**src/rtl/ex_mem_skid.sv**
```systemverilog
// EX/MEM pipeline register with a main + skid buffer, valid/ready handshake,
// synchronous flush and a saturating backpressure-cycle counter.
module ex_mem_skid #(
    parameter int DATA_W = 32,
    parameter int ADDR_W = 5,
    parameter int INST_W = 32,
    parameter int CNT_W  = 16
) (
    input  logic              clk,
    input  logic              rst,
    input  logic              flush,

    input  logic              in_valid,
    output logic              in_ready,
    input  logic [ADDR_W-1:0] in_waddr,
    input  logic              in_reg_we,
    input  logic [DATA_W-1:0] in_alu_res,
    input  logic              in_hi_we,
    input  logic              in_lo_we,
    input  logic [DATA_W-1:0] in_hi,
    input  logic [DATA_W-1:0] in_lo,
    input  logic [INST_W-1:0] in_inst,

    output logic              out_valid,
    input  logic              out_ready,
    output logic [ADDR_W-1:0] out_waddr,
    output logic              out_reg_we,
    output logic [DATA_W-1:0] out_alu_res,
    output logic              out_hi_we,
    output logic              out_lo_we,
    output logic [DATA_W-1:0] out_hi,
    output logic [DATA_W-1:0] out_lo,
    output logic [INST_W-1:0] out_inst,

    output logic [CNT_W-1:0]  stall_cnt
);

    typedef struct packed {
        logic [ADDR_W-1:0] waddr;
        logic              reg_we;
        logic [DATA_W-1:0] alu_res;
        logic              hi_we;
        logic              lo_we;
        logic [DATA_W-1:0] hi;
        logic [DATA_W-1:0] lo;
        logic [INST_W-1:0] inst;
    } bundle_t;

    localparam logic [CNT_W-1:0] CNT_MAX = '1;

    logic             m_valid_q, m_valid_d;
    logic             s_valid_q, s_valid_d;
    bundle_t          m_data_q,  m_data_d;
    bundle_t          s_data_q,  s_data_d;
    logic             in_ready_q, in_ready_d;
    logic [CNT_W-1:0] stall_cnt_q, stall_cnt_d;

    bundle_t in_data;
    logic    in_fire;
    logic    out_fire;
    logic    m_free;

    assign in_data = '{waddr: in_waddr, reg_we: in_reg_we, alu_res: in_alu_res,
                       hi_we: in_hi_we, lo_we: in_lo_we, hi: in_hi, lo: in_lo,
                       inst: in_inst};

    assign in_fire  = in_valid & in_ready_q;
    assign out_fire = m_valid_q & out_ready;
    assign m_free   = !m_valid_q || out_fire;

    // NOTE: every variable gets a default first so no path leaves one unassigned (no latches).
    always_comb begin
        m_valid_d   = m_valid_q;
        m_data_d    = m_data_q;
        s_valid_d   = s_valid_q;
        s_data_d    = s_data_q;
        stall_cnt_d = stall_cnt_q;

        if (m_valid_q && !out_ready && stall_cnt_q != CNT_MAX)
            stall_cnt_d = stall_cnt_q + 1'b1;

        if (rst) begin
            m_valid_d   = 1'b0;
            m_data_d    = '0;
            s_valid_d   = 1'b0;
            s_data_d    = '0;
            stall_cnt_d = '0;
        end else if (flush) begin
            m_valid_d = 1'b0;
            m_data_d  = '0;
            s_valid_d = 1'b0;
            s_data_d  = '0;
        end else if (m_free) begin
            if (s_valid_q) begin
                m_valid_d = 1'b1;
                m_data_d  = s_data_q;
                s_valid_d = 1'b0;
                s_data_d  = '0;
            end else if (in_fire) begin
                m_valid_d = 1'b1;
                m_data_d  = in_data;
            end else begin
                // Empty M holds zeros so MEM sees a bubble with all enables off.
                m_valid_d = 1'b0;
                m_data_d  = '0;
            end
        end else if (in_fire) begin
            s_valid_d = 1'b1;
            s_data_d  = in_data;
        end

        // Ready comes from a flop, so out_ready never reaches in_ready combinationally.
        in_ready_d = !s_valid_d;
    end

    // NOTE: state registers use non-blocking assignments so all flops update together.
    always_ff @(posedge clk) begin
        m_valid_q   <= m_valid_d;
        m_data_q    <= m_data_d;
        s_valid_q   <= s_valid_d;
        s_data_q    <= s_data_d;
        in_ready_q  <= in_ready_d;
        stall_cnt_q <= stall_cnt_d;
    end

    assign in_ready    = in_ready_q;
    assign out_valid   = m_valid_q;
    assign out_waddr   = m_data_q.waddr;
    assign out_reg_we  = m_data_q.reg_we;
    assign out_alu_res = m_data_q.alu_res;
    assign out_hi_we   = m_data_q.hi_we;
    assign out_lo_we   = m_data_q.lo_we;
    assign out_hi      = m_data_q.hi;
    assign out_lo      = m_data_q.lo;
    assign out_inst    = m_data_q.inst;
    assign stall_cnt   = stall_cnt_q;

endmodule

```
**config.mk**
```make
export PLATFORM = sky130hd
export DESIGN_NAME = ex_mem_skid
export DESIGN_NICKNAME = d
export VERILOG_FILES = /design/src/rtl/ex_mem_skid.sv
export SDC_FILE = /design/constraint.sdc
export NUM_CORES = 1
export LEC_CHECK = 0
export CORE_ASPECT_RATIO = 0.6
export CORE_UTILIZATION = 45
export DETAILED_ROUTE_END_ITERATION = 16
export GPL_TIMING_DRIVEN = 0
export PLACE_DENSITY = 0.81
export SLEW_MARGIN = 20
export SYNTH_ARGS = -nofsm -noshare
export SYNTH_HDL_FRONTEND = slang
export SYNTH_SLANG_ARGS = --single-unit
```
**constraint.sdc**
```tcl
create_clock -name clk -period 5.3 [get_ports clk]
set_input_delay 0.795 -clock clk [delete_from_list [all_inputs] [get_ports clk]]
set_output_delay 0.795 -clock clk [all_outputs]
set_load 0.01 [all_outputs]
```
==> results of run 1 <==
[per-stage QoR]
step	hold slack [ns]	area [sq um]	total power (W)
floorplan	0.442	11600	0.00247
global placement	0.446	14900	0.00273
detailed placement	0.453	14900	0.00274
CTS	0.468	15900	0.00487
global route	0.478	15900	0.00500
finish	0.466	15900	0.00485
[state kept, by name, summed over array words and instances (netlist names)]
| register | count |
|---|---|
| out_lo_we | 1 |
| stall_cnt | 16 |
| out_waddr | 5 |
| s_data_q | 136 |
| out_valid | 1 |
| out_hi_we | 1 |
| out_alu_res | 32 |
| out_lo | 32 |
| s_valid_q | 1 |
| in_ready | 1 |
| out_inst | 32 |
| out_hi | 32 |
| out_reg_we | 1 |
[cells by family (layout without fill, tap and decap cells)]
| kind of cell | after synthesis | after routing |
|---|---|---|
| buf+inv | 144 | 485 |
| xor+xnor | 1 | 1 |
| other cells | 0 | 1 |
| compound gates | 303 | 303 |
| fa+ha+maj | 1 | 1 |
| mux | 1 | 1 |
| simple gates | 459 | 459 |
| flops | 291 | 291 |
[cells in the final DEF (no fill, tap or decap), drive strengths merged]
cell,instances
nor2b,1
a211oi,2
clkinv,5
buf,39
and3,1
o211ai,1
ha,1
a311oi,136
o21ai,9
nand4b,1
inv,3
nor2,146
clkbuf,138
a21oi,12
and2,1
nand2,140
dfxtp,291
clkdlybuf4s50,293
a41o,1
nand4,4
nand3b,136
nand3,8
a31oi,1
diode,1
o41ai,1
nor4,1
xor2,1
or3,8
o31ai,4
mux2i,1
nand2b,2
nor3,5
or4,4
or2,1
bufinv,7
a32o,136
[power by group]
| part | switching, W | total [W] | leakage, nW | internal (W) |
|---|---|---|---|---|
| Combinational | 0.000228 | 0.000445 | 2.66 | 0.000217 |
| Clock | 0.000849 | 0.00215 | 0.474 | 0.00130 |
| Sequential | 0.0000264 | 0.00225 | 2.36 | 0.00223 |
[final cells by class]
cell class                 instances  area (sq um)  share of cell area (%)
antenna                            1          2.50                  0.0158
buffer                           141           598                    3.77
clock buffer                      36           729                    4.59
clock inverter                    12           235                    1.48
inverter                           3          11.3                  0.0709
multi-input combinational        765          5130                    32.3
sequential                       291          5830                    36.7
tap                              329           412                    2.59
timing repair buffer             293          2930                    18.5
[metal layers]
metal / part of all wire [%] / up-vias / track usage, %
li1: - / 5206 / -
met4: 2.5 / 0 / 7.18
met3: 7.7 / 65 / 4.01
met5: 0 / - / 0
met2: 44 / 538 / 42.4
met1: 46 / 5532 / 41.2
[worst min-delay path by stage]
| stage | from | endpoint | slack [ns] | cells after the start |
|---|---|---|---|---|
| floorplan | s_data_q[0] | s_data_q[0] | 0.44 | 1 |
| global placement | s_data_q[10] | s_data_q[10] | 0.45 | 1 |
| finish | s_data_q[44] | s_data_q[44] | 0.47 | 1 |
| CTS | s_data_q[127] | s_data_q[127] | 0.47 | 1 |
| detailed placement | s_data_q[37] | s_data_q[37] | 0.45 | 1 |
| global route | s_data_q[1] | s_data_q[1] | 0.48 | 1 |
[critical path, stage by stage]
cell and delay (ns):
sky130_fd_sc_hd__clkdlybuf4s50_1 0.51, sky130_fd_sc_hd__nand2b_1 0.11, sky130_fd_sc_hd__buf_2 0.21, sky130_fd_sc_hd__clkbuf_1 0.59, sky130_fd_sc_hd__clkbuf_1 0.49, sky130_fd_sc_hd__nor2_1 0.08
sky130_fd_sc_hd__a311oi_1 0.27
==> Implementation_results.wiki, run 1 <==
{| class="wikitable"
! Metric !! Value
|-
| Worst r2r src || in_ready
|-
| Mean area per synthesized cell || a little under 10 sq um
|-
| Clock sink count || between 200 and 300
|-
| Summed negative setup slack over all endpoints || 0 ns
|-
| Start-to-end type of the worst setup path || input port to flop
|-
| Worst hold-check path type || flop to flop
|-
| Post-placement setup slack || 2.10 ns
|-
| Global-route wire length before repair || a little under 60000 um
|-
| Worst-case clock skew || between 0.015 and 0.02 ns
|-
| Largest voltage drop on the vdd net || 0.000248 V
|-
| Post-synthesis xor/xnor area fraction || 0.0757%
|-
| Area fraction in compound gates after synthesis || a little under a quarter
|-
| Number of different library cells in the post-synthesis netlist || 40
|-
| Reg clk slew, reported paths || around 0.070 ns
|-
| Required time worst endpoint || between 5 and 6 ns
|-
| Post-synth ARST share || 0%
|-
| Via/cell ratio || about 6.1
|-
| Sequential share of the synthesized area || approximately 50%
|-
| Count of flip-flops with a built-in enable after synthesis || 0
|-
| Pins over their slew limit || 0
|-
| Dominant combinational cell family by area after synthesis || compound AO/OA/AOI/OAI gates
|-
| DR WL/cell || ~20 um
|-
| Total Nets Final || roughly 1700
|-
| RSZ-0062 raised after global routing || no
|-
| Remaining number of nets flagged by the antenna check after routing || 0
|-
| Maximum clock insertion buffer count || 3
|-
| Worst rel slew slack || 42.2%
|-
| Number of inserted filler cells in the final layout || approximately 2100
|-
| Mapped Cells || 1200
|-
| Top fanout value on the critical path || 10
|-
| Setup slack, reg-to-reg || 3.13 ns
|-
| First-iteration detailed-routing DRC count || between 1000 and 1500
|-
| Share of the core filled with cells in the final layout || a little over three fifths
|-
| Area fraction of the dominant cell type after synthesis || roughly 50%
|-
| Pin count of the biggest net entering global routing || 16
|-
| Most common library cells after synthesis || sky130_fd_sc_hd__dfxtp_1 (291), sky130_fd_sc_hd__nor2_1 (146), sky130_fd_sc_hd__nand2_1 (140)
|-
| Antenna violations before repair || 1
|-
| Area added between synthesis and finish || 37.3%
|-
| Final worst-path cycle share || 49.7%
|-
| Port-buffer cells || between 200 and 300
|-
| Total via count after detailed routing || between 10000 and 15000
|-
| Fraction of the mapped netlist area in simple logic gates || just over 20%
|-
| Adder-Cell Fraction of Synth Area || 0.108%
|-
| Cell types occupying the most area after synthesis || sky130_fd_sc_hd__dfxtp_1 (50%), sky130_fd_sc_hd__a32o_1 (12%), sky130_fd_sc_hd__a311oi_1 (10%), sky130_fd_sc_hd__nand3b_1 (8.8%), sky130_fd_sc_hd__nor2_1 (4.7%)
|-
| Area of the die || roughly 26000 sq um
|-
| Max_cap viols || 0
|-
| Cell taking the most area after synthesis || sky130_fd_sc_hd__dfxtp_1
|-
| Summed instance area of the synthesized netlist || ~12000 sq um
|-
| Run status || complete, no violations
|-
| Total overflow reported by the global router || 0
|-
| Number of CTS-inserted buffers || 26
|-
| Overall routing resource usage || between 20 and 30%
|-
| Yosys Warn Count || 0
|-
| Hold Vio Cnt, Final || 0
|-
| First-pass iteration count of the detailed router || 7
|-
| Min setup slack post-route || ~2.7 ns
|-
| Slew of the pin with the lowest slew margin || just under 0.9 ns
|-
| Share of final-layout standard cells stronger than drive strength 1 || 5.13%
|-
| HPWL Detailed || between 20000 and 30000 um
|-
| CP endpoint kind || flop
|-
| Placer's final routability congestion estimate || 0.872
|-
| Number of H-tree levels || 1
|-
| Starting utilization of the core area || a little under half
|-
| Synthesized flop and latch total || 291
|-
| Number of standard cells in the layout, taps in and fillers out || approximately 1900
|-
| Capturing instance or port of the critical path || out_lo[6]
|-
| Multiplexer area fraction after synthesis || less than 1%
|-
| Worst Setup SP || out_ready
|-
| Dominant synthesized flop cell || sky130_fd_sc_hd__dfxtp_1
|-
| Final-report setup violation count || 0
|-
| Arrival @ worst endpoint || between 3 and 4 ns
|-
| Hold-fix buffers at CTS || 0
|-
| Die outline height || ~130 um
|-
| Die span in x || ~210 um
|-
| Highest attainable clock frequency || 380 MHz
|-
| Area of the core || about 25000 sq um
|-
| Destination of the worst register-to-register timing path || out_waddr[3]
|-
| Kind of start point of the critical path || input port
|-
| Clock tree from TritonCTS || built
|-
| R2r worst-path depth || 6
|-
| Post-CTS Setup Repair Bufs || 0
|-
| Cell Count Post-Placement || ~1800
|-
| Syn nets || 1342
|-
| I/O pin total || 295
|-
| Number of global-route vias before repair || roughly 11000
|-
| # resized after CTS || 0
|-
| Final critical-path required period || between 2 and 3 ns
|-
| Dominant cell by count in the synthesized netlist || sky130_fd_sc_hd__dfxtp_1
|-
| Clock root cell || sky130_fd_sc_hd__clkbuf_16
|-
| Routed WL || between 30000 and 40000 um
|-
| Residual DRC || 0
|-
| Leakage Power || about 5.5 nW
|-
| Source-to-sink clock delay at the later pin of the worst-skew pair || 0.54 ns
|-
| Placement Rows || 45
|-
| Areal power density over the cells || slightly above 300 nW/um^2
|}
(Power assumes the default switching activity.)
==> run 2: changes to the inputs <==
Settings changed: CORE_UTILIZATION 45 to 44, PLACE_DENSITY 0.81 to 0.83.
Clock period 5.3 ns to 2.4 ns, I/O delays scaled along.
==> run 2 against run 1 <==
Compared with the run above: register-to-register slack lost 3.0 ns; via count increased by 0.93%; die area increased by 2.2%; flip-flop and latch count is the same; global-route usage fell by 0.68 points; worst hold slack got worse by 0.27 ns; routed wire length shrank 0.66%; non-clock buffer count is the same; setup slack worse by 2.5 ns; final cell count up 1.3%; first-iteration DRC count fell by 1.4%; clock power is 99% higher; largest power group unchanged.
==> Implementation_results.wiki, run 2 (synthesis gave the netlist of run 1 again) <==
{| class="wikitable"
! Metric !! Value
|-
| Final worst-path cycle share || between 90% and 100%
|-
| Largest voltage drop on the vdd net || between 0.0004 and 0.0005 V
|-
| Worst rel slew slack || about two fifths
|-
| Max incr delay on CP || approximately 0.64 ns
|-
| Source-to-sink clock delay at the later pin of the worst-skew pair || ~0.55 ns
|-
| Residual DRC || 0
|-
| Via/cell ratio || 6.04
|-
| Max_cap viols || 0
|-
| Overall routing resource usage || 27.2%
|-
| Placer's final routability congestion estimate || 0.872
|-
| Reg clk slew, reported paths || 0.07 ns
|-
| Arrival @ worst endpoint || roughly 2.7 ns
|-
| Cell occurring most often along the worst timing path || sky130_fd_sc_hd__clkbuf_1
|-
| Max Used Layer || met4
|-
| First-iteration detailed-routing DRC count || between 1000 and 1500
|-
| Remaining number of nets flagged by the antenna check after routing || 0
|-
| Met2 WL || between 15000 and 20000 um
|-
| Clock sink count || between 200 and 300
|-
| Worst hold-check path type || input port to flop
|-
| Largest Register || s_data_q
|-
| Register area || just under 6000 sq um
|-
| Global-route wire length before repair || 58200 um
|-
| Number of H-tree levels || 1
|-
| Antenna violations before repair || 5
|-
| Die outline height || ~130 um
|-
| Total via count after detailed routing || approximately 11000
|-
| DR WL/cell || around 20 um
|-
| Crit path buf inv count || 3
|-
| First-pass iteration count of the detailed router || 5
|-
| Pin count of the biggest net entering global routing || 16
|-
| Total Nets Final || ~1700
|-
| Number of flip-flops under the largest register name || around 140
|-
| Run status || complete, no violations
|-
| Areal power density over the cells || roughly 650 nW/um^2
|-
| Leading cell type in the layout, fill and taps excluded || sky130_fd_sc_hd__clkdlybuf4s50_1
|-
| Required time worst endpoint || around 2.9 ns
|-
| Number of global-route vias before repair || approximately 11000
|-
| Post-route total power || 0.0102 W
|-
| Routed wire length on met3 || 3390 um
|-
| Post-placement setup slack || -0.371 ns
|-
| Clock tree from TritonCTS || built
|-
| Slew of the pin with the lowest slew margin || approximately 0.9 ns
|-
| Maximum clock insertion buffer count || 3
|-
| Starting utilization of the core area || a little under half
|-
| Number of inserted filler cells in the final layout || between 2000 and 2500
|-
| Cell with the largest stage delay on the worst path || sky130_fd_sc_hd__clkbuf_1
|-
| Share of the core filled with cells in the final layout || between 60% and 70%
|-
| Number of CTS-inserted buffers || 26
|-
| Die span in x || approximately 210 um
|-
| Port-buffer cells || ~290
|-
| Final critical-path required period || around 2.2 ns
|-
| Pins over their slew limit || 0
|-
| Clock root cell || sky130_fd_sc_hd__clkbuf_16
|-
| Routed WL || roughly 38000 um
|-
| Top fanout value on the critical path || 10
|-
| RSZ-0062 raised after global routing || no
|-
| Area added between synthesis and finish || 36.8%
|-
| Hold Vio Cnt, Final || 0
|-
| Total area of multi-input combinational cells || between 5000 and 6000 sq um
|-
| HPWL Detailed || roughly 27000 um
|-
| CP endpoint kind || flop
|-
| DRT met1 WL || about 17000 um
|-
| Share of final-layout standard cells stronger than drive strength 1 || around 5.3%
|-
| Placement Rows || 45
|-
| Highest attainable clock frequency || 445 MHz
|-
| Area of the die || ~27000 sq um
|-
| Highest-count cells in the layout ignoring fill and taps || sky130_fd_sc_hd__clkdlybuf4s50_1 (293), sky130_fd_sc_hd__dfxtp_1 (291), sky130_fd_sc_hd__nor2_1 (146)
|-
| Min setup slack post-route || between 0.15 and 0.2 ns
|-
| Post-CTS Setup Repair Bufs || 0
|-
| Start-to-end type of the worst setup path || flop to flop
|-
| I/O pin total || 295
|-
| Ordered list of cells on the worst path || and2_1, clkbuf_1, clkbuf_1, clkbuf_1, nand3b_1, a311oi_1
|-
| Area of the core || ~26000 sq um
|-
| Total overflow reported by the global router || 0
|-
| Kind of start point of the critical path || flop
|-
| Worst-case clock skew || 0.0138 ns
|-
| Cell family with the largest share of critical-path delay || buffers and inverters
|-
| Final-report setup violation count || 0
|-
| Leakage Power || approximately 5.5 nW
|}
[run 2: cell count changes in the layout (fill, tap and decap cells not counted)]
cell                         previous run  this run
sky130_fd_sc_hd__clkbuf_1             109       105
sky130_fd_sc_hd__clkbuf_2               0         1
sky130_fd_sc_hd__clkbuf_8               2         5
sky130_fd_sc_hd__clkinv_4               0         1
sky130_fd_sc_hd__diode_2                1         4
sky130_fd_sc_hd__clkinv_2               5         7
sky130_fd_sc_hd__bufinv_16              7         2
sky130_fd_sc_hd__clkinvlp_4             0         1
[run 2: repair_timing]
item,in CTS,in global routing
hold buffers,0,0
setup endpoints to repair,0,4
gates resized for setup,0,2
[run 2: layer usage]
layer	global-route usage [%]	up-vias
li1	-	5225
met1	39.4	5581
met2	41.4	577
met3	4.38	64
met4	8.31	0
met5	0	-
[run 2: path summary, 6_finish.rpt]
kind / startpoint / end / slack (ns) / cells past startpoint
setup / recovery: in_ready / out_alu_res[5] / 0.15 / 6
hold / removal: rst / stall_cnt[3] / 0.20 / 2
setup reg to reg: in_ready / out_alu_res[5] / 0.15 / 6
hold reg to reg: s_data_q[20] / s_data_q[20] / 0.47 / 1
[run 2: power by group]
group          internal, W  switching [W]  total, W
combinational     0.000479       0.000501  0.000980
sequential         0.00492      0.0000596   0.00498
clock              0.00243        0.00185   0.00428
[run 2: layout make-up]
type / count / share of cell area (%)
flip-flops and latches: 291 / 36.8
repair buffers: 293 / 18.5
plain buffers: 141 / 3.79
diodes: 4 / 0.0633
multi-input cells: 765 / 32.4
well taps: 352 / 2.78
inverters: 3 / 0.0712
clock inverters: 11 / 0.704
clock buffers: 36 / 4.80
[run 2: stage by stage]
| step | cells | instance area (sq um) | hold WS [ns] | TNS, ns |
|---|---|---|---|---|
| 2_1_floorplan | 1200 | 11600 | 0.442 | 0 |
| 3_3_place_gp | 1845 | 14900 | 0.446 | -30.68 |
| 3_5_place_dp | 1845 | 14900 | 0.453 | -36.53 |
| 4_1_cts | 1892 | 15800 | 0.183 | 0 |
| 5_1_grt | 1896 | 15800 | 0.229 | 0 |
| 6_report | 1896 | 15800 | 0.199 | 0 |
==> run 3: changes to the inputs <==
Settings changed: CORE_UTILIZATION 44 to 45, CTS_BUF_LIST from default to sky130_fd_sc_hd__clkbuf_8, HOLD_SLACK_MARGIN from default to 0.12, PLACE_DENSITY 0.83 to 0.84, TNS_END_PERCENT from default to 20.
==> run 3 against run 2 <==
Compared with the run above: critical path depth increased by 1; register-to-register slack better by 0.14 ns; die area shrank 2.2%; critical path type is now input port to flop; non-clock buffer count is 1 higher; fmax increased by 3.0%; routed wire length shrank 0.85%; flip-flop and latch count is the same; setup slack better by 0.066 ns; first-iteration DRC count fell by 12%; via count up 0.50%; utilization is 0.55 points higher; clock power is 6.5% lower.
==> Implementation_results.wiki, run 3 (synthesis gave the netlist of run 1 again) <==
{| class="wikitable"
! Metric !! Value
|-
| Layout Cell Area excl Fill || about 16000 sq um
|-
| Worst-case clock skew || ~0.027 ns
|-
| Port-buffer cells || slightly below 300
|-
| Number of H-tree levels || 2
|-
| Worst hold-check path type || input port to flop
|-
| Worst rel slew slack || ~44%
|-
| Hold slack final || 0.424 ns
|-
| RSZ-0062 raised after global routing || no
|-
| Placer's final routability congestion estimate || around 0.89
|-
| Placement Rows || 45
|-
| CP endpoint kind || flop
|-
| Top fanout value on the critical path || 10
|-
| Area added between synthesis and finish || 36.5%
|-
| Ordered list of cells on the worst path || dlygate4sd3_1, clkbuf_1, or2_0, clkbuf_1, buf_1, clkbuf_1, a311oi_1
|-
| Via/cell ratio || around 6.0
|-
| Largest voltage drop on the vdd net || between 0.0003 and 0.0004 V
|-
| Cell with the largest stage delay on the worst path || sky130_fd_sc_hd__dlygate4sd3_1
|-
| Remaining number of nets flagged by the antenna check after routing || 0
|-
| DR WL/cell || 19.7 um
|-
| Total overflow reported by the global router || 0
|-
| Overall routing resource usage || 27.8%
|-
| Reg clk slew, reported paths || approximately 0.07 ns
|-
| Post-placement setup slack || -0.440 ns
|-
| Max incr delay on CP || roughly 0.53 ns
|-
| Kind of start point of the critical path || input port
|-
| Slew of the pin with the lowest slew margin || 0.846 ns
|-
| Gr busiest metal || met2
|-
| Share of final-layout standard cells stronger than drive strength 1 || roughly 6.5%
|-
| Residual DRC || 0
|-
| Clock tree from TritonCTS || built
|-
| Largest Register || s_data_q
|-
| Run status || complete, no violations
|-
| Start-to-end type of the worst setup path || input port to flop
|-
| Die outline height || 126 um
|-
| Source-to-sink clock delay at the later pin of the worst-skew pair || roughly 0.57 ns
|-
| Cell occurring most often along the worst timing path || sky130_fd_sc_hd__clkbuf_1
|-
| Area of the core || between 20000 and 30000 sq um
|-
| Routed WL || ~38000 um
|-
| First-iteration detailed-routing DRC count || between 900 and 1000
|-
| I/O pin total || 295
|-
| Clock sink count || about 290
|-
| Area of placed instances || around 15000 sq um
|-
| Highest-count cells in the layout ignoring fill and taps || sky130_fd_sc_hd__clkdlybuf4s50_1 (293), sky130_fd_sc_hd__dfxtp_1 (291), sky130_fd_sc_hd__nor2_1 (146)
|-
| Areal power density over the cells || 631 nW/um^2
|-
| Max_cap viols || 0
|-
| Min setup slack post-route || between 0.2 and 0.25 ns
|-
| Number of inserted filler cells in the final layout || between 2000 and 2500
|-
| Starting utilization of the core area || 45.8%
|-
| Met2 layer usage reported by global route || around two fifths
|-
| Die span in x || approximately 210 um
|-
| Number of global-route vias before repair || about 11000
|-
| Final critical-path required period || 2.18 ns
|-
| Hold Vio Cnt, Final || 0
|-
| Pins over their slew limit || 0
|-
| Maximum clock insertion buffer count || 3
|-
| Number of flip-flops under the largest register name || approximately 140
|-
| Final worst-path cycle share || 90.9%
|-
| Highest attainable clock frequency || 458 MHz
|-
| Pin count of the biggest net entering global routing || 12
|-
| Leakage Power || ~5.5 nW
|-
| GR Layer Usage met3 || 5.44%
|-
| Global routing met1 resource utilization || about two fifths
|-
| Final-report setup violation count || 0
|-
| Leading cell type in the layout, fill and taps excluded || sky130_fd_sc_hd__clkdlybuf4s50_1
|-
| Post-CTS Setup Repair Bufs || 0
|-
| Total via count after detailed routing || approximately 12000
|-
| Clock root cell || sky130_fd_sc_hd__clkbuf_8
|-
| Arrival @ worst endpoint || between 2 and 3 ns
|-
| Area of the die || ~26000 sq um
|-
| Number of CTS-inserted buffers || 43
|-
| HPWL Detailed || ~27000 um
|-
| Global-route wire length before repair || a little under 60000 um
|-
| Antenna violations before repair || 4
|-
| Total Nets Final || ~1700
|-
| Required time worst endpoint || roughly 2.8 ns
|-
| First-pass iteration count of the detailed router || 6
|}
## run 3: critical path, delay by kind of cell
kind	cells	cell delay (ns)
AOI/OAI and AO/OA	1	0.10
buffers and inverters	5	1.91
and+or+nand+nor	1	0.21
## run 3: metrics by stage
| stage | TNS, ns | util (%) | total power (W) | cells |
|---|---|---|---|---|
| 3_5_place_dp | -46.48 | 59.0 | 0.00605 | 1822 |
| 5_1_grt | 0 | 62.4 | 0.0103 | 1902 |
| 6_report | 0 | 62.4 | 0.00996 | 1903 |
| 3_3_place_gp | -41.38 | 59.0 | 0.00603 | 1822 |
| 4_1_cts | 0 | 62.4 | 0.0100 | 1898 |
| 2_1_floorplan | 0 | - | 0.00546 | 1200 |
## run 3: final cells by class
class                   instances  area (sq um)  area share (%)
clock inverters                23           133           0.840
plain buffers                 141           602            3.81
repair buffers                294          2940            18.6
diodes                          5          12.5          0.0793
multi-input cells             765          5130            32.5
inverters                       3          11.3          0.0713
well taps                     329           412            2.61
flip-flops and latches        291          5830            36.9
clock buffers                  52           716            4.53
## run 3: layer usage
layer | vias to the layer above | part of all wire [%]
met1 | 5597 | 46
met4 | 0 | 3.0
li1 | 5248 | -
met3 | 80 | 8.3
met5 | - | 0
met2 | 579 | 43
## run 3: where the power goes
part           switching, W  internal, W  leakage (nW)
sequential        0.0000576      0.00492          2.36
combinational      0.000499     0.000481          2.68
clock               0.00193      0.00207         0.479
total               0.00249      0.00747          5.51
## run 3: timing repair
| item | CTS | global route |
|---|---|---|
| endpoints found under the setup margin | 0 | 99 |
| hold buffers | 1 | 0 |
| gates resized for setup | 0 | 7 |
| hold endpoints to repair | 1 | 0 |
## run 3: worst paths after layout
check          startpoint           end  slack, ns  cells past startpoint
max                   rst    out_hi[24]       0.22                      7
max reg2reg  stall_cnt[0]  stall_cnt[1]       0.29                      6
min           in_inst[13]  out_inst[13]       0.42                      3
min reg2reg  s_data_q[36]  s_data_q[36]       0.46                      1
